<file path="src/rtl/sample_pkg.sv">
// Shared sizing constants and FSM encoding for the sample gather block.
package sample_pkg;

    localparam int unsigned DATAWIDTH_DEF = 16;
    localparam int unsigned NUM_SLOTS_DEF = 8;
    localparam int unsigned IDX_W         = 3;
    localparam int unsigned CNT_W         = 4;

    typedef enum logic {
        ST_FILL = 1'b0,
        ST_HOLD = 1'b1
    } state_e;

endpackage

</file>
<file path="src/rtl/gather_slot.sv">
// One bank slot: a sample register with synchronous clear and a zero-load option.
module gather_slot #(
    parameter int unsigned DATAWIDTH = 16
) (
    input  logic                 clk,
    input  logic                 rst,
    input  logic                 i_load,
    input  logic                 i_zero,
    input  logic [DATAWIDTH-1:0] i_d,
    output logic [DATAWIDTH-1:0] o_q
);

    logic [DATAWIDTH-1:0] r_q;

    // Load either the incoming sample or zero; otherwise hold
    always_ff @(posedge clk) begin
        if (rst) begin
            r_q <= '0;
        end else if (i_load) begin
            r_q <= i_zero ? '0 : i_d;
        end
    end

    assign o_q = r_q;

endmodule

</file>
<file path="src/rtl/sample_gather.sv">
// Serial-to-parallel gatherer: collects up to eight signed samples into a bank,
// closes the bank when full or on flush, and holds it until the consumer acks.
module sample_gather
    import sample_pkg::*;
#(
    parameter int unsigned DATAWIDTH = DATAWIDTH_DEF,
    parameter int unsigned NUM_SLOTS = NUM_SLOTS_DEF
) (
    input  logic                        clk,
    input  logic                        rst,
    input  logic signed [DATAWIDTH-1:0] in_data,
    input  logic                        in_valid,
    output logic                        in_ready,
    input  logic                        flush,
    output logic signed [DATAWIDTH-1:0] a,
    output logic signed [DATAWIDTH-1:0] b,
    output logic signed [DATAWIDTH-1:0] c,
    output logic signed [DATAWIDTH-1:0] d,
    output logic signed [DATAWIDTH-1:0] e,
    output logic signed [DATAWIDTH-1:0] f,
    output logic signed [DATAWIDTH-1:0] g,
    output logic signed [DATAWIDTH-1:0] h,
    output logic [CNT_W-1:0]            out_count,
    output logic                        out_valid,
    input  logic                        out_ack
);

    localparam logic [IDX_W-1:0] IDX_LAST = IDX_W'(NUM_SLOTS - 1);

    state_e             r_state;
    state_e             w_next_state;
    logic [IDX_W-1:0]   r_idx;
    logic [CNT_W-1:0]   r_out_count;
    logic               r_out_valid;

    logic               w_accept;
    logic               w_close;
    logic [CNT_W-1:0]   w_close_cnt;
    logic [NUM_SLOTS-1:0] w_load;
    logic [NUM_SLOTS-1:0] w_zero;
    logic [DATAWIDTH-1:0] w_slot_q [NUM_SLOTS];

    // State register
    always_ff @(posedge clk) begin
        if (rst) begin
            r_state <= ST_FILL;
        end else begin
            r_state <= w_next_state;
        end
    end

    // Accept/close decode: a bank closes on the last accept or on a flush that has data behind it
    always_comb begin
        w_accept    = in_valid && in_ready;
        w_close     = 1'b0;
        w_close_cnt = CNT_W'(r_idx);
        if (r_state == ST_FILL) begin
            if (w_accept && ((r_idx == IDX_LAST) || flush)) begin
                w_close     = 1'b1;
                w_close_cnt = CNT_W'(r_idx) + CNT_W'(1);
            end else if (!w_accept && flush && (r_idx != '0)) begin
                w_close     = 1'b1;
                w_close_cnt = CNT_W'(r_idx);
            end
        end
    end

    // Next-state logic
    always_comb begin
        w_next_state = r_state;
        case (r_state)
            ST_FILL: if (w_close) w_next_state = ST_HOLD;
            ST_HOLD: if (out_ack) w_next_state = ST_FILL;
            default: w_next_state = ST_FILL;
        endcase
    end

    // Output logic: ready only while filling and never during reset
    always_comb begin
        in_ready = (r_state == ST_FILL) && !rst;
    end

    // Slot index, bank count and valid flag
    always_ff @(posedge clk) begin
        if (rst) begin
            r_idx       <= '0;
            r_out_count <= '0;
            r_out_valid <= 1'b0;
        end else begin
            if ((r_state == ST_HOLD) && out_ack) begin
                r_idx <= '0;
            end else if (w_accept) begin
                r_idx <= r_idx + IDX_W'(1);
            end
            if (w_close) begin
                r_out_count <= w_close_cnt;
            end
            r_out_valid <= (w_next_state == ST_HOLD);
        end
    end

    // Per-slot control: the addressed slot takes the sample, slots past the bank end are zeroed on close
    for (genvar i = 0; i < int'(NUM_SLOTS); i++) begin : g_slot
        logic w_sel;
        logic w_clr;
        assign w_sel     = w_accept && (r_idx == IDX_W'(i));
        assign w_clr     = w_close && (CNT_W'(i) >= w_close_cnt);
        assign w_load[i] = w_sel || w_clr;
        assign w_zero[i] = w_clr && !w_sel;

        gather_slot #(
            .DATAWIDTH (DATAWIDTH)
        ) u_slot (
            .clk    (clk),
            .rst    (rst),
            .i_load (w_load[i]),
            .i_zero (w_zero[i]),
            .i_d    (in_data),
            .o_q    (w_slot_q[i])
        );
    end

    assign a         = w_slot_q[0];
    assign b         = w_slot_q[1];
    assign c         = w_slot_q[2];
    assign d         = w_slot_q[3];
    assign e         = w_slot_q[4];
    assign f         = w_slot_q[5];
    assign g         = w_slot_q[6];
    assign h         = w_slot_q[7];
    assign out_count = r_out_count;
    assign out_valid = r_out_valid;

endmodule

</file>
<file path="config.mk">
export PLATFORM = sky130hd
export DESIGN_NAME = sample_gather
export DESIGN_NICKNAME = d
export VERILOG_FILES = /design/src/rtl/sample_pkg.sv /design/src/rtl/gather_slot.sv /design/src/rtl/sample_gather.sv
export SDC_FILE = /design/constraint.sdc
export NUM_CORES = 1
export LEC_CHECK = 0
export ABC_AREA = 1
export BUFFER_PORTS_ARGS = -buffer_cell sky130_fd_sc_hd__buf_2
export CAP_MARGIN = 10
export CORE_ASPECT_RATIO = 1.1
export CORE_UTILIZATION = 27
export CTS_CLUSTER_SIZE = 10
export DETAILED_ROUTE_END_ITERATION = 8
export GPL_TIMING_DRIVEN = 1
export MAX_ROUTING_LAYER = met4
export SYNTH_ARGS = -nofsm -noshare
export SYNTH_HDL_FRONTEND = slang
export SYNTH_SLANG_ARGS = --single-unit
</file>
<file path="constraint.sdc">
create_clock -name clk -period 2.16 [get_ports clk]
set_clock_uncertainty 0.2 [all_clocks]
set_input_delay 0.432 -clock clk [delete_from_list [all_inputs] [get_ports clk]]
set_output_delay 0.432 -clock clk [all_outputs]
set_load 0.05 [all_outputs]
</file>
==> metrics, run 1 <==
RSZ-0062 raised after global routing=yes; Setup Viol. Count Final=8; fmax=456 MHz; Final min period=2190 ps; Syn Nets=691; pins over their slew limit=0; reg2reg path depth=12; failing checks=setup timing; Worst Hold Depth=4; Peak supply drop=396 uV; post-synthesis instance total=664; worst-skew pair later-pin latency=420 ps; antenna diode count=0; Hold Crit Start=rst; critical path class=reg2reg; PD cells=876 nW/um^2; largest net degree at the start of global routing=132; reg-to-reg slack, setup=-30 ps; Yosys Warn Count=0; final hold vios=0; CP most frequent cell=ha_4; asr flop ratio synth=0%; status=finished with violations; Slew HR=59.1%; Buffers on Ports=154; worst setup margin=-31.8 ps; synth top area cells=dfxtp_1 (51%), a21oi_1 (13%), nand3_1 (12%); hold buffer count at cts=0; Sw Ratio=27.6%; clk buf depth=2; Final GP Congestion=0.866; All-Layer GR Usage=19.4%; CTS tree=built; EDFF count, synth=0; Overall Power=6.36 mW; Logic pwr share=14.5%; Int Pwr=4.61 mW; Die H=149 um; initial antenna violation count=0; number of I/O pins=155; r2r startpoint=r_idx[1]; highest cell delay on the worst timing path=350 ps; Vias/cell=4.92; area of the core=19200 um^2; CP Launch Type=flip-flop; Clock Power Share=44.8%; Place WS=44.3 ps; die width=136 um; number of distinct library cells after synthesis=26; DRT Pass-1 Iters=5; Num Clock Sinks=136; critical path's slowest cell=dfxtp_2; layout cells sized above 1=33.5%; most frequent cells after synthesis=nand2_1 (145), dfxtp_1 (136), a21oi_1 (135), nand3_1 (130), clkbuf_1 (28); synthesized area per cell=8.02 um^2; grt ovf=0; Synth area leader=dfxtp_1; prevailing post-synth register cell=dfxtp_1; Flop pwr share=40.7%; sequential element share of the synthesized area=51.1%; critical path fanouts, max=8; clock root buffer=clkbuf_16; setup tns final=-168 ps; row cnt=53; HP Class=in2reg; Iteration-0 DRC Markers=508; synthesis-stage register bit count=136; most common cell in the synthesized netlist=nand2_1; total CTS buffers=17; WL per Instance=18.2 um; H-Tree Depth=4; NumNets Final=840; Routed WL=19.5 mm; fin crit share=101%; DIE AREA=20300 um^2; Finished Cell Area=7260 um^2; crit path DAT=2330 ps; Vias=5266; Worst-Margin Slew=613 ps; Area Overhead vs Synth=36.2%; global-route wire length before repair=28.0 mm; max cap viols=0; Cell Area, Placed=6450 um^2; Fin Hold WS=147 ps; Static Leakage=2.92 nW; Detailed Place HPWL=12.4 mm; drc violations=0; Post-Syn Area=5330 um^2; Synth top area share=51.1%; clock-pin slew on the worst setup and hold paths=60 ps; CP Cell Sequence=ha_4 > ha_4 > inv_2 > nand2_4 > nand3_4 > o21ai_4 > nor2_8 > buf_6 > nor2_4 > clkbuf_16 > nand3_2 > a21oi_1; Routed Antenna Nets=0; Starting Density=27.7%; Worst R2R End=g_slot[6].u_slot.o_q[10]; Worst setup EP type=flip-flop; WP data required=2300 ps; Psw=1.75 mW; Worst Hold End=out_count[1]; number of global-route vias before repair=4676
logic make-up after synthesis:
group / Yosys count / share of synthesized area [%]
AND/OR/NAND/NOR: 302 / 27.3
flip-flops: 136 / 51.1
AO/OA/AOI/OAI: 143 / 13.5
adder cells (fa/ha/maj): 6 / 1.41
buffers and inverters: 77 / 6.62
power by group through the flow:
stage	registers, mW	clock network, mW	logic [mW]
global route	2.59	3.01	0.980
finish	2.59	2.85	0.925
global placement	2.64	0	0.824
floorplan	2.77	0	0.427
CTS	2.58	2.89	0.825
detailed placement	2.64	0	0.826
how the worst max path moves through the flow:
| stage | start | endpoint | slack (ps) | cells after the start |
|---|---|---|---|---|
| global placement | r_idx[0] | g_slot[0].u_slot.o_q[15] | 90 | 11 |
| CTS | r_idx[0] | g_slot[1].u_slot.o_q[2] | 30 | 11 |
| global route | r_idx[1] | g_slot[6].u_slot.o_q[9] | -100 | 12 |
| floorplan | rst | g_slot[0].u_slot.o_q[10] | -20 | 10 |
| finish | r_idx[1] | g_slot[6].u_slot.o_q[10] | -30 | 12 |
| detailed placement | r_idx[0] | g_slot[1].u_slot.o_q[1] | 40 | 11 |
critical path: cells and delay by family (launching register included):
family,cells,cell delay (ps)
flip-flops,1,350
adder cells (fa/ha/maj),2,280
buffers and inverters,3,380
AO/OA/AOI/OAI,2,400
AND/OR/NAND/NOR,5,500
cell type report:
class                   count  area, um^2
fillers                  1989       12000
flip-flops and latches    136        2730
multi-input cells         452        2450
repair buffers            187        1130
clock buffers              19         433
well taps                 247         309
clock inverters            10         131
inverters                  19        73.8
layer usage:
metal	part of all wire (%)	vias up	track usage [%]
met4	2.3	0	6.00
met1	43	2519	24.9
met5	0	-	-
met3	7.5	30	5.54
met2	47	182	29.3
li1	-	2535	-
flip-flops by register name (all words and copies together), names as in the netlist:
| signal | count |
|---|---|
| g_slot.u_slot.o_q | 128 |
| out_count | 4 |
| r_idx | 3 |
| out_valid | 1 |
cells in the final DEF, fill, tap and decap left out, types with 2 or more instances in the layout:
cell / Yosys / layout
clkbuf_1: 28 / 2
dfxtp_2: 0 / 3
clkbuf_16: 0 / 18
ha_4: 0 / 2
nor2_4: 4 / 4
nor3_2: 2 / 2
nand2_1: 145 / 142
a21oi_2: 0 / 4
ha_1: 6 / 4
inv_1: 11 / 11
nor2_8: 2 / 2
bufinv_16: 0 / 3
nand2_8: 0 / 3
nor2_2: 4 / 4
nor2_1: 2 / 2
inv_2: 7 / 7
nand2_2: 5 / 6
buf_4: 6 / 25
a21oi_1: 135 / 131
nand2_4: 4 / 4
nand3_1: 130 / 115
clkinv_2: 0 / 5
nand3_4: 1 / 4
nand3_2: 3 / 15
o21ai_0: 6 / 6
dfxtp_1: 136 / 133
buf_12: 0 / 7
buf_2: 12 / 153
timing repair:
item	4_1_cts	5_1_grt
resized for setup	0	26
endpoints found under the setup margin	0	112
setup buffers	0	5
through the flow:
stage,utilization [%],instances
after floorplan,-,664
after global placement,33.5,1034
after detailed placement,33.5,1034
after CTS,36.5,1063
after global routing,37.7,1070
final,37.7,1070
Note: power is estimated with default switching activity, not from simulation.
==> run 2, diff against run 1 <==
--- a/config.mk
+++ b/config.mk
@@ -16,4 +16,5 @@
 export MAX_ROUTING_LAYER = met4
 export SYNTH_ARGS = -nofsm -noshare
 export SYNTH_HDL_FRONTEND = slang
+export SYNTH_HIERARCHICAL = 1
 export SYNTH_SLANG_ARGS = --single-unit
==> run 2 against run 1 <==
Effect of this change:
- highest routed layer unchanged
- via count increased by 3.2%
- non-clock buffer count increased by 21
- die area increased by 15%
- the run still ends with setup timing left
- sequential power increased by 12%
- setup slack got worse by 54 ps
- core utilization decreased by 0.081 points
- critical endpoint is now g_slot[6].u_slot/o_q[5]
- largest power group is now registers
- critical path type unchanged
- total power increased by 30%
- largest cell class is now multi-input gates
- register-to-register slack got worse by 50 ps
- synthesized area increased by 15%
- first-iteration DRC count decreased by 26%
==> metrics, run 2 <==
Peak supply drop=364 uV; synth top area cells=dfxtp_1 (44%), a21oi_2 (12%), nand3_1 (11%); critical path class=reg2reg; Static Leakage=3.39 nW; fmax=445 MHz; number of distinct library cells after synthesis=23; Synth top area share=44.5%; die width=146 um; number of I/O pins=155; final hold vios=0; H-Tree Depth=4; worst setup margin=-86.1 ps; largest net degree at the start of global routing=52; Final min period=2250 ps; global-route wire length before repair=30.0 mm; Num Clock Sinks=136; Starting Density=27.6%; RSZ-0062 raised after global routing=yes; PD cells=990 nW/um^2; Slew HR=49.7%; pins over their slew limit=0; Hold Crit Start=out_ack; asr flop ratio synth=0%; worst-skew pair later-pin latency=420 ps; most common cell in the synthesized netlist=dfxtp_1; post-synthesis instance total=688; max cap viols=0; Fin Hold WS=179 ps; clock root buffer=clkbuf_16; most frequent cells after synthesis=dfxtp_1 (136), nand3_1 (135), nand2_2 (85), a21oi_2 (82), nand2_1 (75); drc violations=0; Place WS=-192 ps; Vias/cell=4.62; Iteration-0 DRC Markers=375; CP Cell Sequence=ha_4 > ha_1 > inv_1 > nand4_1 > nand2_4 > nand2_1 > o21ai_2 > buf_4 > nor2_2 > inv_4 > nand3_1 > a21oi_2; fin crit share=104%; Routed WL=19.7 mm; Vias=5433; number of global-route vias before repair=5150; status=finished with violations; Routed Antenna Nets=0; Yosys Warn Count=6; DIE AREA=23300 um^2; WL per Instance=16.7 um; r2r startpoint=r_idx[1]; Die H=160 um; Post-Place Cells=1138; synthesized area per cell=8.89 um^2; clk buf depth=2; grt ovf=0; Non-Filler Instances=1177; critical path fanouts, max=16; WP data required=2300 ps; NumNets Final=896; Overall Power=8.27 mW; total CTS buffers=17; hold buffer count at cts=0; Area Overhead vs Synth=36.5%; row cnt=57; Post-Syn Area=6120 um^2; commonest non-fill, non-tap cell in the layout=buf_2; clock-pin slew on the worst setup and hold paths=60 ps; prevailing post-synth register cell=dfxtp_1; critical path's slowest cell=dfxtp_2; Setup Viol. Count Final=55; EDFF count, synth=0; DRT Pass-1 Iters=5; Final Util=37.6%; layout cells sized above 1=54.9%; highest cell delay on the worst timing path=330 ps; synthesis-stage register bit count=136; initial antenna violation count=0; Detailed Place HPWL=13.2 mm; Final GP Congestion=0.846; CTS tree=built; crit path DAT=2390 ps; Synth area leader=dfxtp_1; Worst Setup SP=r_idx[1]; Worst setup EP type=flip-flop; HP Class=in2reg; failing checks=setup timing; Worst-Margin Slew=754 ps; sequential element share of the synthesized area=44.5%; antenna diode count=0; Syn Nets=715; most frequent cells in the layout=buf_2 (153), dfxtp_1 (133), nand3_1 (132); CP Launch Type=flip-flop; area of the core=22200 um^2; number of flip-flops in the largest register=128; All-Layer GR Usage=17.5%; Buffers on Ports=154
-- run 2: critical path: cells and delay by family, from the launching register on --
| family | cells | cell delay [ps] |
|---|---|---|
| AO/OA/AOI/OAI | 2 | 290 |
| AND/OR/NAND/NOR | 5 | 560 |
| flip-flops | 1 | 330 |
| adder cells (fa/ha/maj) | 2 | 430 |
| buffers and inverters | 3 | 340 |
-- run 2: final timing paths --
kind | cells after the start | slack (ps) | to
setup / recovery | 12 | -90 | g_slot[6].u_slot/o_q[5]
hold / removal | 4 | 180 | r_idx[0]
setup reg to reg | 12 | -90 | g_slot[6].u_slot/o_q[5]
hold reg to reg | 2 | 260 | g_slot[0].u_slot/o_q[1]
-- run 2: what timing repair did --
item                       4_1_cts  5_1_grt
cloned                           4        1
resized for setup               40       34
setup endpoints to repair      128      128
pin swaps                        6       11
setup buffers                    1        1
-- run 2: layer usage --
metal / up-vias / share of wire (%) / track usage [%]
met1: 2615 / 46 / 22.4
met4: 0 / 1.4 / 7.13
met2: 129 / 48 / 26.8
li1: 2674 / - / -
met5: - / 0 / -
met3: 15 / 4.6 / 3.57
-- run 2: cells by family after synthesis --
family | synth area share, %
DFF | 44.5
AOI/OAI and AO/OA | 16.9
and+or+nand+nor | 26.9
buffers and inverters | 10.4
adders and majority gates | 1.23
-- run 2: stage by stage --
stage          cell area (um^2)  TNS (ps)
2_1_floorplan              6270     -3430
3_3_place_gp               7420    -13290
6_report                   8350     -2140
3_5_place_dp               7420    -16510
4_1_cts                    8190     -2690
5_1_grt                    8350    -17930
-- run 2: cell type report --
cell class	instances	area (um^2)
clock buffer	19	464
inverter	35	206
multi-input combinational	468	3130
sequential	136	2730
fill	2265	13800
timing repair buffer	208	1340
tap	295	369
timing repair inverter	3	26.3
clock inverter	13	95.1
-- run 2: report_power, final --
| part | internal, mW | switching [mW] | total (mW) |
|---|---|---|---|
| sequential | 2.74 | 0.174 | 2.91 |
| combinational | 0.768 | 1.86 | 2.63 |
| clock | 1.57 | 1.16 | 2.73 |
==> run 3, diff against run 2 <==
--- a/config.mk
+++ b/config.mk
@@ -14,6 +14,7 @@
 export DETAILED_ROUTE_END_ITERATION = 8
 export GPL_TIMING_DRIVEN = 1
 export MAX_ROUTING_LAYER = met4
+export PLACE_DENSITY_LB_ADDON = 0.08
 export SYNTH_ARGS = -nofsm -noshare
 export SYNTH_HDL_FRONTEND = slang
 export SYNTH_HIERARCHICAL = 1
==> run 3 against run 2 <==
Effect of this change:
- the flow still finishes with violations (setup timing)
- core utilization is 3.1 points higher
- clock power increased by 7%
- via count is 3.2% higher
- design area up 8.2%
- global-route usage up 1.2 points
- sequential share of layout area is 2.5 points lower
- sequential power barely moved
- clock-buffer cell count fell by 1
- setup slack got worse by 110 ps
- critical path type unchanged
- largest power group is now combinational logic
==> metrics, run 3 (same netlist as run 2, synthesis figures left out) <==
status=finished with violations; failing checks=setup timing; reg2reg path depth=14; CTS tree=built; setup tns final=-11930 ps; clock-pin slew on the worst setup and hold paths=60 ps; Fin Hold WS=188 ps; max cap viols=0; Starting Density=27.6%; Worst-Margin Slew=854 ps; number of flip-flops in the largest register=128; worst setup margin=-195 ps; number of I/O pins=155; die width=146 um; Num Clock Sinks=136; clk buf depth=2; Overall Power=8.75 mW; Routed Antenna Nets=0; All-Layer GR Usage=18.7%; Worst setup EP type=flip-flop; HP Class=in2reg; most frequent cells in the layout=buf_2 (153), dfxtp_1 (132), a21oi_2 (91); Iteration-0 DRC Markers=324; Cell Area, Placed=7320 um^2; Buffers on Ports=154; Area Overhead vs Synth=47.7%; Peak supply drop=512 uV; DRT Pass-1 Iters=4; row cnt=57; Worst Hold Depth=4; Vias=5607; H-Tree Depth=4; reg-to-reg slack, setup=-200 ps; critical path fanouts, max=8; Slew HR=43.1%; Place WS=-202 ps; Static Leakage=3.57 nW; Final min period=2360 ps; Setup Viol. Count Final=119; total CTS buffers=17; Finished Cell Area=9040 um^2; global-route wire length before repair=32.0 mm; layer with the highest usage=met2; Hold Crit Start=out_ack; largest net degree at the start of global routing=56; fin crit share=109%; Non-Filler Instances=1199; crit path DAT=2430 ps; met1 Use GR=25.0%; r2r startpoint=r_idx[0]; RSZ-0062 raised after global routing=yes; Detailed Place HPWL=13.7 mm; commonest non-fill, non-tap cell in the layout=buf_2; drc violations=0; Post-Place Cells=1133; area of the core=22200 um^2; Routed WL=21.7 mm; Worst Hold End=out_valid; WP data required=2230 ps; Final GP Congestion=0.809; DIE AREA=23300 um^2; Worst R2R End=g_slot[2].u_slot/o_q[1]; Vias/cell=4.68; worst-skew pair later-pin latency=410 ps; NumNets Final=918; initial antenna violation count=0; grt ovf=0; fmax=425 MHz; CP Launch Type=flip-flop; number of global-route vias before repair=5296; layout cells sized above 1=63.1%; grt met3 use=3.54%; PD cells=968 nW/um^2; WL per Instance=18.1 um; clock root buffer=clkbuf_16; final hold vios=0; pins over their slew limit=0; GRT met2 Usage=29.0%; critical path class=reg2reg; Die H=160 um; antenna diode count=0; Final Util=40.7%
## run 3: changes by cell type in the layout (fill, tap and decap cells not counted), sizes merged
cell    delta
clkbuf     +2
buf       +14
bufinv     +2
clkinv     +1
inv        +3
## run 3: how the worst max path moves through the flow
stage	startpoint	endpoint	slack, ps	cells after the start
after floorplan	out_valid	g_slot[1].u_slot/o_q[10]	-60	12
after global placement	r_idx[1]	g_slot[2].u_slot/o_q[7]	-130	14
after detailed placement	r_idx[1]	g_slot[5].u_slot/o_q[0]	-200	13
after CTS	r_idx[1]	g_slot[0].u_slot/o_q[3]	-80	14
after global routing	r_idx[0]	g_slot[2].u_slot/o_q[1]	-300	13
final	r_idx[0]	g_slot[2].u_slot/o_q[1]	-200	14
## run 3: where the power goes
group	leakage [nW]	internal [mW]	switching [mW]
Clock	0.286	1.74	1.18
Combinational	2.17	0.910	2.02
Sequential	1.11	2.74	0.171
Total	3.57	5.38	3.36
## run 3: final cells by class
cell class	instances	area, um^2
fill	2223	13100
clock buffer	18	439
sequential	136	2730
timing repair inverter	8	81.3
tap	295	369
multi-input combinational	468	3530
inverter	35	211
timing repair buffer	225	1530
clock inverter	14	148
## run 3: metal layers
metal	wire length, um	share of wire (%)
met2	10300	47
met5	0	0
met1	10100	47
met3	1040	4.8
met4	265	1.2
## run 3: worst max-delay path, stage by stage, from the launching register on
cell,delay (ps)
dfxtp_2,330
ha_4,170
ha_4,160
inv_4,50
nand2_4,60
buf_4,130
nand4_1,110
nand2_4,90
buf_4,140
nand2_2,80
nand3_4,70
nor2_4,170
clkinvlp_4,250
nand3_2,150
a21oi_2,50
## run 3: timing repair
action / 4_1_cts / 5_1_grt
hold buffers: 0 / 0
cloned: 7 / 8
buffers inserted: 8 / 15
setup endpoints to repair: 128 / 128
pin swaps: 12 / 47
gates resized for setup: 55 / 134
